**config.mk**
```make
export PLATFORM = sky130hd
export DESIGN_NAME = riscv_pipe_ctrl
export DESIGN_NICKNAME = d
export VERILOG_FILES = /design/src/rtl/riscv_pkg.sv /design/src/rtl/sat_counter.sv /design/src/rtl/riscv_pipe_ctrl.sv
export SDC_FILE = /design/constraint.sdc
export NUM_CORES = 1
export LEC_CHECK = 0
export CAP_MARGIN = 40
export CORE_MARGIN = 5
export CORE_UTILIZATION = 25
export CTS_CLUSTER_SIZE = 28
export DETAILED_ROUTE_END_ITERATION = 10
export PLACE_DENSITY = 0.48
export SLEW_MARGIN = 5
export SYNTH_ARGS = -nofsm -noshare
export SYNTH_HDL_FRONTEND = slang
export SYNTH_SLANG_ARGS = --single-unit
```
**constraint.sdc**
```tcl
create_clock -name clk -period 1.8 [get_ports clk]
set_input_delay 0.18 -clock clk [delete_from_list [all_inputs] [get_ports clk]]
set_output_delay 0.18 -clock clk [all_outputs]
set_load 0.05 [all_outputs]
```
**src/rtl/riscv_pkg.sv**
```systemverilog
// Shared types for the pipeline flow controller.
//   pipe_state_t : controller state (RUN / DRAIN / HALTED)
//   fwd_sel_t    : EX operand source select (register file / MEM ALU result / WB data)
package riscv_pkg;

  typedef enum logic [1:0] {
    RUN    = 2'b00,
    DRAIN  = 2'b01,
    HALTED = 2'b10
  } pipe_state_t;

  typedef enum logic [1:0] {
    FWD_RF  = 2'b00,
    FWD_MEM = 2'b01,
    FWD_WB  = 2'b10
  } fwd_sel_t;

endpackage

```
**src/rtl/sat_counter.sv**
```systemverilog
// Saturating up-counter used for the pipeline performance counters.
//   clk  : rising-edge clock
//   rst  : synchronous active-high clear
//   inc  : count this cycle
//   q    : current count; sticks at all-ones instead of wrapping
module sat_counter #(
  parameter int WIDTH = 32
) (
  input  logic             clk,
  input  logic             rst,
  input  logic             inc,
  output logic [WIDTH-1:0] q
);

  always_ff @(posedge clk) begin
    if (rst) begin
      q <= '0;
    end else if (inc && (q != '1)) begin
      q <= q + {{(WIDTH-1){1'b0}}, 1'b1};
    end
  end

endmodule

```
**src/rtl/riscv_pipe_ctrl.sv**
```systemverilog
// Hazard / flow controller for the 5-stage IF/ID/EX/MEM/WB pipeline.
// Inputs : clk, rst (sync, active-high); ID sources rs1_d/rs2_d with use flags and
//          halt_d; EX sources rs1_e/rs2_e; per-stage rd_x/wr_x; load_e; br_taken_e;
//          mem_stall (freezes everything).
// Outputs: pc_wr_en/pc_sel_target; per-register write enables and flushes;
//          fwd_a_sel/fwd_b_sel; stage valid bits; ohalt; four saturating counters;
//          state_dbg (current controller state).
// Enable semantics: a pipeline register loads on a rising edge only when its
// *_wr_en is high; if the matching *_flush is also high it loads a bubble
// (valid=0, control=0) instead of the upstream stage.
module riscv_pipe_ctrl
  import riscv_pkg::*;
#(
  parameter int REG_ADDR_W = 5,
  parameter int FWD_EN     = 1,
  parameter int CNT_W      = 32
) (
  input  logic                  clk,
  input  logic                  rst,
  input  logic [REG_ADDR_W-1:0] rs1_d,
  input  logic [REG_ADDR_W-1:0] rs2_d,
  input  logic                  use_rs1_d,
  input  logic                  use_rs2_d,
  input  logic                  halt_d,
  input  logic [REG_ADDR_W-1:0] rs1_e,
  input  logic [REG_ADDR_W-1:0] rs2_e,
  input  logic [REG_ADDR_W-1:0] rd_e,
  input  logic [REG_ADDR_W-1:0] rd_m,
  input  logic [REG_ADDR_W-1:0] rd_w,
  input  logic                  wr_e,
  input  logic                  wr_m,
  input  logic                  wr_w,
  input  logic                  load_e,
  input  logic                  br_taken_e,
  input  logic                  mem_stall,
  output logic                  pc_wr_en,
  output logic                  pc_sel_target,
  output logic                  if_id_wr_en,
  output logic                  id_ex_wr_en,
  output logic                  ex_mem_wr_en,
  output logic                  mem_wb_wr_en,
  output logic                  if_id_flush,
  output logic                  id_ex_flush,
  output logic [1:0]            fwd_a_sel,
  output logic [1:0]            fwd_b_sel,
  output logic                  valid_d,
  output logic                  valid_e,
  output logic                  valid_m,
  output logic                  valid_w,
  output logic                  ohalt,
  output logic [CNT_W-1:0]      cyc_cnt,
  output logic [CNT_W-1:0]      stall_cnt,
  output logic [CNT_W-1:0]      flush_cnt,
  output logic [CNT_W-1:0]      retire_cnt,
  output logic [1:0]            state_dbg
);

  localparam bit FWD_ON = (FWD_EN != 0);

  pipe_state_t state;
  // Marks which stage currently holds the HALT instruction during drain.
  logic halt_e, halt_m, halt_w;

  logic prod_e, prod_m, prod_w;
  logic raw_e, raw_m, raw_w, raw_hazard;
  logic br_go, stall_go, halt_go;

  function automatic logic hit(input logic use_rs, input logic [REG_ADDR_W-1:0] rs,
                               input logic prod, input logic [REG_ADDR_W-1:0] rd);
    return use_rs & prod & (rs == rd);
  endfunction

  // A stage is a producer only if it holds a live instruction that writes a
  // non-zero register.
  always_comb begin
    prod_e = valid_e & wr_e & (rd_e != '0);
    prod_m = valid_m & wr_m & (rd_m != '0);
    prod_w = valid_w & wr_w & (rd_w != '0);
    raw_e  = hit(use_rs1_d, rs1_d, prod_e, rd_e) | hit(use_rs2_d, rs2_d, prod_e, rd_e);
    raw_m  = hit(use_rs1_d, rs1_d, prod_m, rd_m) | hit(use_rs2_d, rs2_d, prod_m, rd_m);
    raw_w  = hit(use_rs1_d, rs1_d, prod_w, rd_w) | hit(use_rs2_d, rs2_d, prod_w, rd_w);
    // With forwarding only a load in EX cannot be bypassed in time.
    if (FWD_ON) raw_hazard = valid_d & load_e & raw_e;
    else        raw_hazard = valid_d & (raw_e | raw_m | raw_w);
  end

  // Per-cycle flow decision, highest priority first.
  always_comb begin
    pc_wr_en      = 1'b0;
    pc_sel_target = 1'b0;
    if_id_wr_en   = 1'b0;
    id_ex_wr_en   = 1'b0;
    ex_mem_wr_en  = 1'b0;
    mem_wb_wr_en  = 1'b0;
    if_id_flush   = 1'b0;
    id_ex_flush   = 1'b0;
    br_go         = 1'b0;
    stall_go      = 1'b0;
    halt_go       = 1'b0;
    if (!((state == HALTED) || mem_stall)) begin
      if (br_taken_e && valid_e) begin
        // Redirect squashes whatever sits in IF/ID, including a HALT or a hazard.
        br_go         = 1'b1;
        pc_wr_en      = 1'b1;
        pc_sel_target = 1'b1;
        if_id_wr_en   = 1'b1;
        id_ex_wr_en   = 1'b1;
        ex_mem_wr_en  = 1'b1;
        mem_wb_wr_en  = 1'b1;
        if_id_flush   = 1'b1;
        id_ex_flush   = 1'b1;
      end else if (raw_hazard) begin
        // Hold PC and IF/ID, insert a bubble into EX, let older stages drain.
        stall_go     = 1'b1;
        id_ex_wr_en  = 1'b1;
        ex_mem_wr_en = 1'b1;
        mem_wb_wr_en = 1'b1;
        id_ex_flush  = 1'b1;
      end else if (halt_d && valid_d && (state == RUN)) begin
        // HALT moves on to EX while fetch stops and IF/ID takes a bubble.
        halt_go      = 1'b1;
        if_id_wr_en  = 1'b1;
        id_ex_wr_en  = 1'b1;
        ex_mem_wr_en = 1'b1;
        mem_wb_wr_en = 1'b1;
        if_id_flush  = 1'b1;
      end else begin
        pc_wr_en     = (state == RUN);
        if_id_wr_en  = 1'b1;
        id_ex_wr_en  = 1'b1;
        ex_mem_wr_en = 1'b1;
        mem_wb_wr_en = 1'b1;
      end
    end
  end

  always_ff @(posedge clk) begin
    if (rst) begin
      state   <= RUN;
      valid_d <= 1'b0;
      valid_e <= 1'b0;
      valid_m <= 1'b0;
      valid_w <= 1'b0;
      halt_e  <= 1'b0;
      halt_m  <= 1'b0;
      halt_w  <= 1'b0;
      ohalt   <= 1'b0;
    end else begin
      if (if_id_wr_en) valid_d <= (state == RUN) & ~if_id_flush;
      if (id_ex_wr_en) begin
        valid_e <= valid_d & ~id_ex_flush;
        halt_e  <= halt_go;
      end
      if (ex_mem_wr_en) begin
        valid_m <= valid_e;
        halt_m  <= halt_e;
      end
      if (mem_wb_wr_en) begin
        valid_w <= valid_m;
        halt_w  <= halt_m;
      end
      if (halt_go) state <= DRAIN;
      // HALT leaving WB completes the drain.
      if ((state == DRAIN) && mem_wb_wr_en && valid_w && halt_w) begin
        state <= HALTED;
        ohalt <= 1'b1;
      end
    end
  end

  // EX operand bypass; MEM beats WB, x0 never forwards (prod_* excludes it).
  always_comb begin
    fwd_a_sel = FWD_RF;
    fwd_b_sel = FWD_RF;
    if (FWD_ON) begin
      if (prod_m && (rs1_e == rd_m))      fwd_a_sel = FWD_MEM;
      else if (prod_w && (rs1_e == rd_w)) fwd_a_sel = FWD_WB;
      if (prod_m && (rs2_e == rd_m))      fwd_b_sel = FWD_MEM;
      else if (prod_w && (rs2_e == rd_w)) fwd_b_sel = FWD_WB;
    end
  end

  assign state_dbg = state;

  sat_counter #(.WIDTH(CNT_W)) u_cyc_cnt (
    .clk(clk), .rst(rst), .inc(state != HALTED), .q(cyc_cnt)
  );
  sat_counter #(.WIDTH(CNT_W)) u_stall_cnt (
    .clk(clk), .rst(rst), .inc(stall_go), .q(stall_cnt)
  );
  sat_counter #(.WIDTH(CNT_W)) u_flush_cnt (
    .clk(clk), .rst(rst), .inc(br_go), .q(flush_cnt)
  );
  sat_counter #(.WIDTH(CNT_W)) u_retire_cnt (
    .clk(clk), .rst(rst), .inc(valid_w & mem_wb_wr_en), .q(retire_cnt)
  );

endmodule
```
Word level (Yosys, flattened, before mapping) --
Index checks and enable logic that the tools add are counted.
Storage, ports and cells: flip-flop bits (word level) 138, bits of input ports 46, output and inout bits 147, logic and storage cells 97
Cells by class: $add $sub $neg 4, eq/ne operators 13, mux-type cells 27, bitwise logic cells 18, reductions and logical operators 21
Operator list (number):
- adder 32 x 1 -> 32 bit, second input constant | 4
- inequality test 32 bit, second input constant | 4
- equality test 5 bit | 6
- two-way mux 1 bit | 21
- bitwise AND 1 bit | 15
- nonzero test 5 bit | 3
- logical AND 1 bit | 14
- two-way mux 2 bit | 6
- equality test 2 x 1 -> 1 bit, second input constant | 1
- equality test 2 bit, second input constant | 1
- zero test 2 bit | 1
- inequality test 2 bit, second input constant | 1
- inverter 1 bit | 2
- nonzero test 2 bit | 1
- OR reduction 2 bit | 1
- logical OR 1 bit | 1
- bitwise OR 1 bit | 1

Depth between registers and ports, before layout --
word-level depth 11, depth in mapped cells 9, mapped depth without buffers 7

Hierarchy --
From an unflattened synthesis, not the netlist that was laid out.
Second synthesis, totals: cells, all modules 909, area, all modules 7589.8 µm²
Modules (own cells, without submodules):
- sat_counter | instances 4, cells an instance 199, area an instance 1674.1 µm², sequential area each 640.6 µm²
- riscv_pipe_ctrl | instances 1, cells an instance 113, area an instance 893.4 µm², sequential area each 200.2 µm²

Worst setup path after synthesis --
Ideal clock, no wire load.
path kind register to output, start register valid_m, end output fwd_b_sel[1], arrival 3.233 ns, data required time 1.620 ns, setup slack -1.613 ns, cell stages (with the launch flop) 4, buffers on the path 0, path through dfxtp_1 > o211ai_1 > nor4_1 > nor4_1
Between the ends: longest elaborated chain between the ends 4
Ends and longest elaborated chain:
- start: declaration | line riscv_pipe_ctrl.sv:48 | output logic valid_m,
- start signal: assignment | line riscv_pipe_ctrl.sv:155 | valid_m <= valid_e;
- bitwise AND 1 bit (2 in a row) | line riscv_pipe_ctrl.sv:77 | prod_m = valid_m & wr_m & (rd_m != '0);
- logical AND 1 bit | line riscv_pipe_ctrl.sv:178 | if (prod_m && (rs2_e == rd_m)) fwd_b_sel = FWD_MEM;
- two-way mux 2 bit | line riscv_pipe_ctrl.sv:178
- end: declaration | line riscv_pipe_ctrl.sv:45 | output logic [1:0] fwd_b_sel,
Every way passes these cells.

Worst setup path after layout --
start register u_retire_cnt.q[7], end register u_retire_cnt.q[19]
Between the ends: longest elaborated chain between the ends 2, elaborated cells on any way between the ends 3, those cells by class add/sub (1); eq/ne (1); reduce/logical (1)
Ends and longest elaborated chain:
- start: declaration | line sat_counter.sv:12 | output logic [WIDTH-1:0] q
- start signal: assignment | line sat_counter.sv:19 | q <= q + {{(WIDTH-1){1'b0}}, 1'b1};
- parallel branches: the longest is 2 deep, another holds adder 32 x 1 -> 32 bit
Several ways; the timed one is not identified. A chain may end at the register's enable or synchronous reset.

==> metrics.txt <==
DR iter-0 viols=about 280; total track usage=between 15 and 20%; Post-synth EDFFs=0; CP Data Required Time=2.14 ns; Initial Util=25.1%; Reg clk slew, reported paths=roughly 0.070 ns; # rows=61; Worst EP arrival=2.38 ns; area leader, netlist=dfxtp_1; Final Util=between 50 and 60%; Post-synth top cells=dfxtp_1, nor2_1, xor2_1, xnor2_1, nand2_1; RSZ-0062 raised after global routing=true; Non-Filler Instances=about 1.7k; Setup Viol. Count Final=88; initial antenna violation count=1; violated checks=negative setup slack; DPL Wire Length=~18000 µm; total power draw=7.47 mW; Syn. warnings=0; most used routing layer=met2; clk_lat worst skew=around 0.42 ns; Overflow after GRT=0; dpl cells=between 1.5k and 2k; Die Y=177 µm; Synth cell types=47; Synth Register Bits=138; Post-CTS Hold Buffers=0; Max-slew headroom=63.3%; io pins=about 190; port bufs=between 150 and 200; most frequent cell after synthesis=dfxtp_1; hold crit path type=input pin to register; TritonCTS Buffers=17; Syn Area/Cell=between 8 and 9 µm²; Final ANT Viol Nets=0; PnR worst setup slack=-0.236 ns; Synth top area share=39.8%; CP Cell Sequence=nand4_1 -> or4b_4 -> or3_4 -> or3_1 -> a21oi_1; mean number of vias per cell=roughly 4.6; share of cells above drive strength 1=between 50% and 60%; met1 Use GR=about a fifth; DIE WIDTH=about 180 µm; slowest CP cell=or4b_4; register area share after synthesis=between 30 and 40%; MaxCap Viol Count=0; dominant synthesized flop cell=dfxtp_1; async set-reset flop share out of synthesis=0%; GPL Wtd Cong=around 0.81; Max Slew Vio Count=0; Max clock buf depth=2; Max Fanout on Critical Path=7; final WL=26000 µm; Root Driver=clkbuf_16; CTS tree=done; DR vias=roughly 7.8k; drt pass-1 iters=4; full die area=~0.031 mm²; cell area after synthesis=about 0.007 mm²; CP peak stage delay=0.57 ns; Area Growth Syn to Fin=101%; clk_skew=between 0.015 and 0.02 ns; critical path type=register to register; Cells after Synth=841; global-route wire length before repair=around 42000 µm; PwrDens=around 540 mW/mm²; clk sinks=138; DR WL/cell=about 15 µm; LEAKAGE=just over 6 nW; maximum VDD drop=0.517 mV; Syn Nets=~890; status=finished with violations; Hold WS=0.125 ns; H-tree depth=4; Critical Path Source Type=register; CORE AREA=0.0276 mm²; period utilization=113%; met2 usage=between 20 and 30%; Layout Nets=~1.4k; GRT met3 Usage=3.72%; fin crit period=between 2 and 2.5 ns; final hold violations=0; Worst-Margin Slew=about 0.55 ns; vias in the first global route=8022; Crit. End Element=register; synth top area cells=dfxtp_1, xor2_1, xnor2_1; number of remaining DRC errors=0; largest net degree at the start of global routing=between 60 and 70; fmax=about 490 MHz
## worst max-delay path, delay by kind of cell, from the launching register on
| kind | cells | cell delay, ns |
|---|---|---|
| simple gates | 4 | 1.50 |
| compound gates | 1 | 0.12 |
| flops | 1 | 0.34 |
## through the flow
step | setup WS (ns) | instance area, µm² | TNS, ns
global placement | -0.833 | 11800 | -48.22
global route | -0.334 | 13900 | -18.10
floorplan | -0.344 | 7810 | -7.44
detailed placement | -0.850 | 11800 | -49.63
finish | -0.236 | 13900 | -8.16
CTS | -0.291 | 13300 | -7.78
## cell usage in the layout (no fill, tap or decap), drive strengths merged, types with 25 or more instances in the layout
master / instances
nand2: 56
buf: 365
nor2: 123
and3: 28
dlygate4sd2: 85
nor3: 32
xnor2: 60
xor2: 67
a21oi: 29
nor4: 25
nand4: 35
or3: 25
nand3: 54
dfxtp: 138
## layout make-up
cell class	count	area, µm²
Fill cell	2637	13700
Multi-Input combinational cell	648	5300
Timing Repair Buffer	486	4280
Sequential cell	138	3150
Tap cell	378	473
Clock buffer	20	458
Clock inverter	12	185
Inverter	21	90.1
Antenna cell	1	2.50
## power breakdown
part           leakage, nW  switching [mW]  total, mW  internal (mW)
sequential            1.21         0.00868       2.95           2.94
combinational         4.54           0.328      0.606          0.277
clock                0.311            1.49       3.91           2.42
total                 6.06            1.83       7.47           5.64
## sequential cells by signal, indices dropped and copies added (netlist names)
register / cells
u_cyc_cnt.q: 32
valid_e: 1
halt_m: 1
u_stall_cnt.q: 32
state_dbg: 2
u_flush_cnt.q: 32
halt_e: 1
valid_m: 1
ohalt: 1
valid_w: 1
u_retire_cnt.q: 32
valid_d: 1
halt_w: 1
## kinds of logic after synthesis
| logic type | Yosys count | synth area share [%] |
|---|---|---|
| buffers and inverters | 55 | 3.23 |
| muxes | 4 | 0.577 |
| AOI/OAI and AO/OA | 84 | 7.42 |
| xor gates and xnor gates | 127 | 16.0 |
| and+or+nand+nor | 429 | 32.2 |
| DFF | 138 | 39.8 |
| adders and majority gates | 4 | 0.721 |
## routing by layer
layer,wire [µm],up-vias
met3,1120,27
met2,13000,140
li1,-,3936
met4,426,0
met5,0,-
met1,11500,3714
## worst paths after layout
kind | start | to | slack [ns] | cells past startpoint
max | u_retire_cnt.q[7] | u_retire_cnt.q[19] | -0.24 | 5
min | rst | u_stall_cnt.q[17] | 0.13 | 2
max reg2reg | u_retire_cnt.q[7] | u_retire_cnt.q[19] | -0.24 | 5
min reg2reg | halt_w | halt_w | 0.46 | 2
## repair_timing
action | CTS | global route
gates resized for setup | 282 | 120
buffers inserted | 41 | 26
gates cloned | 5 | 0
endpoints found under the setup margin | 181 | 137
pin swaps | 83 | 116
Power figures use the tool's default switching activity.
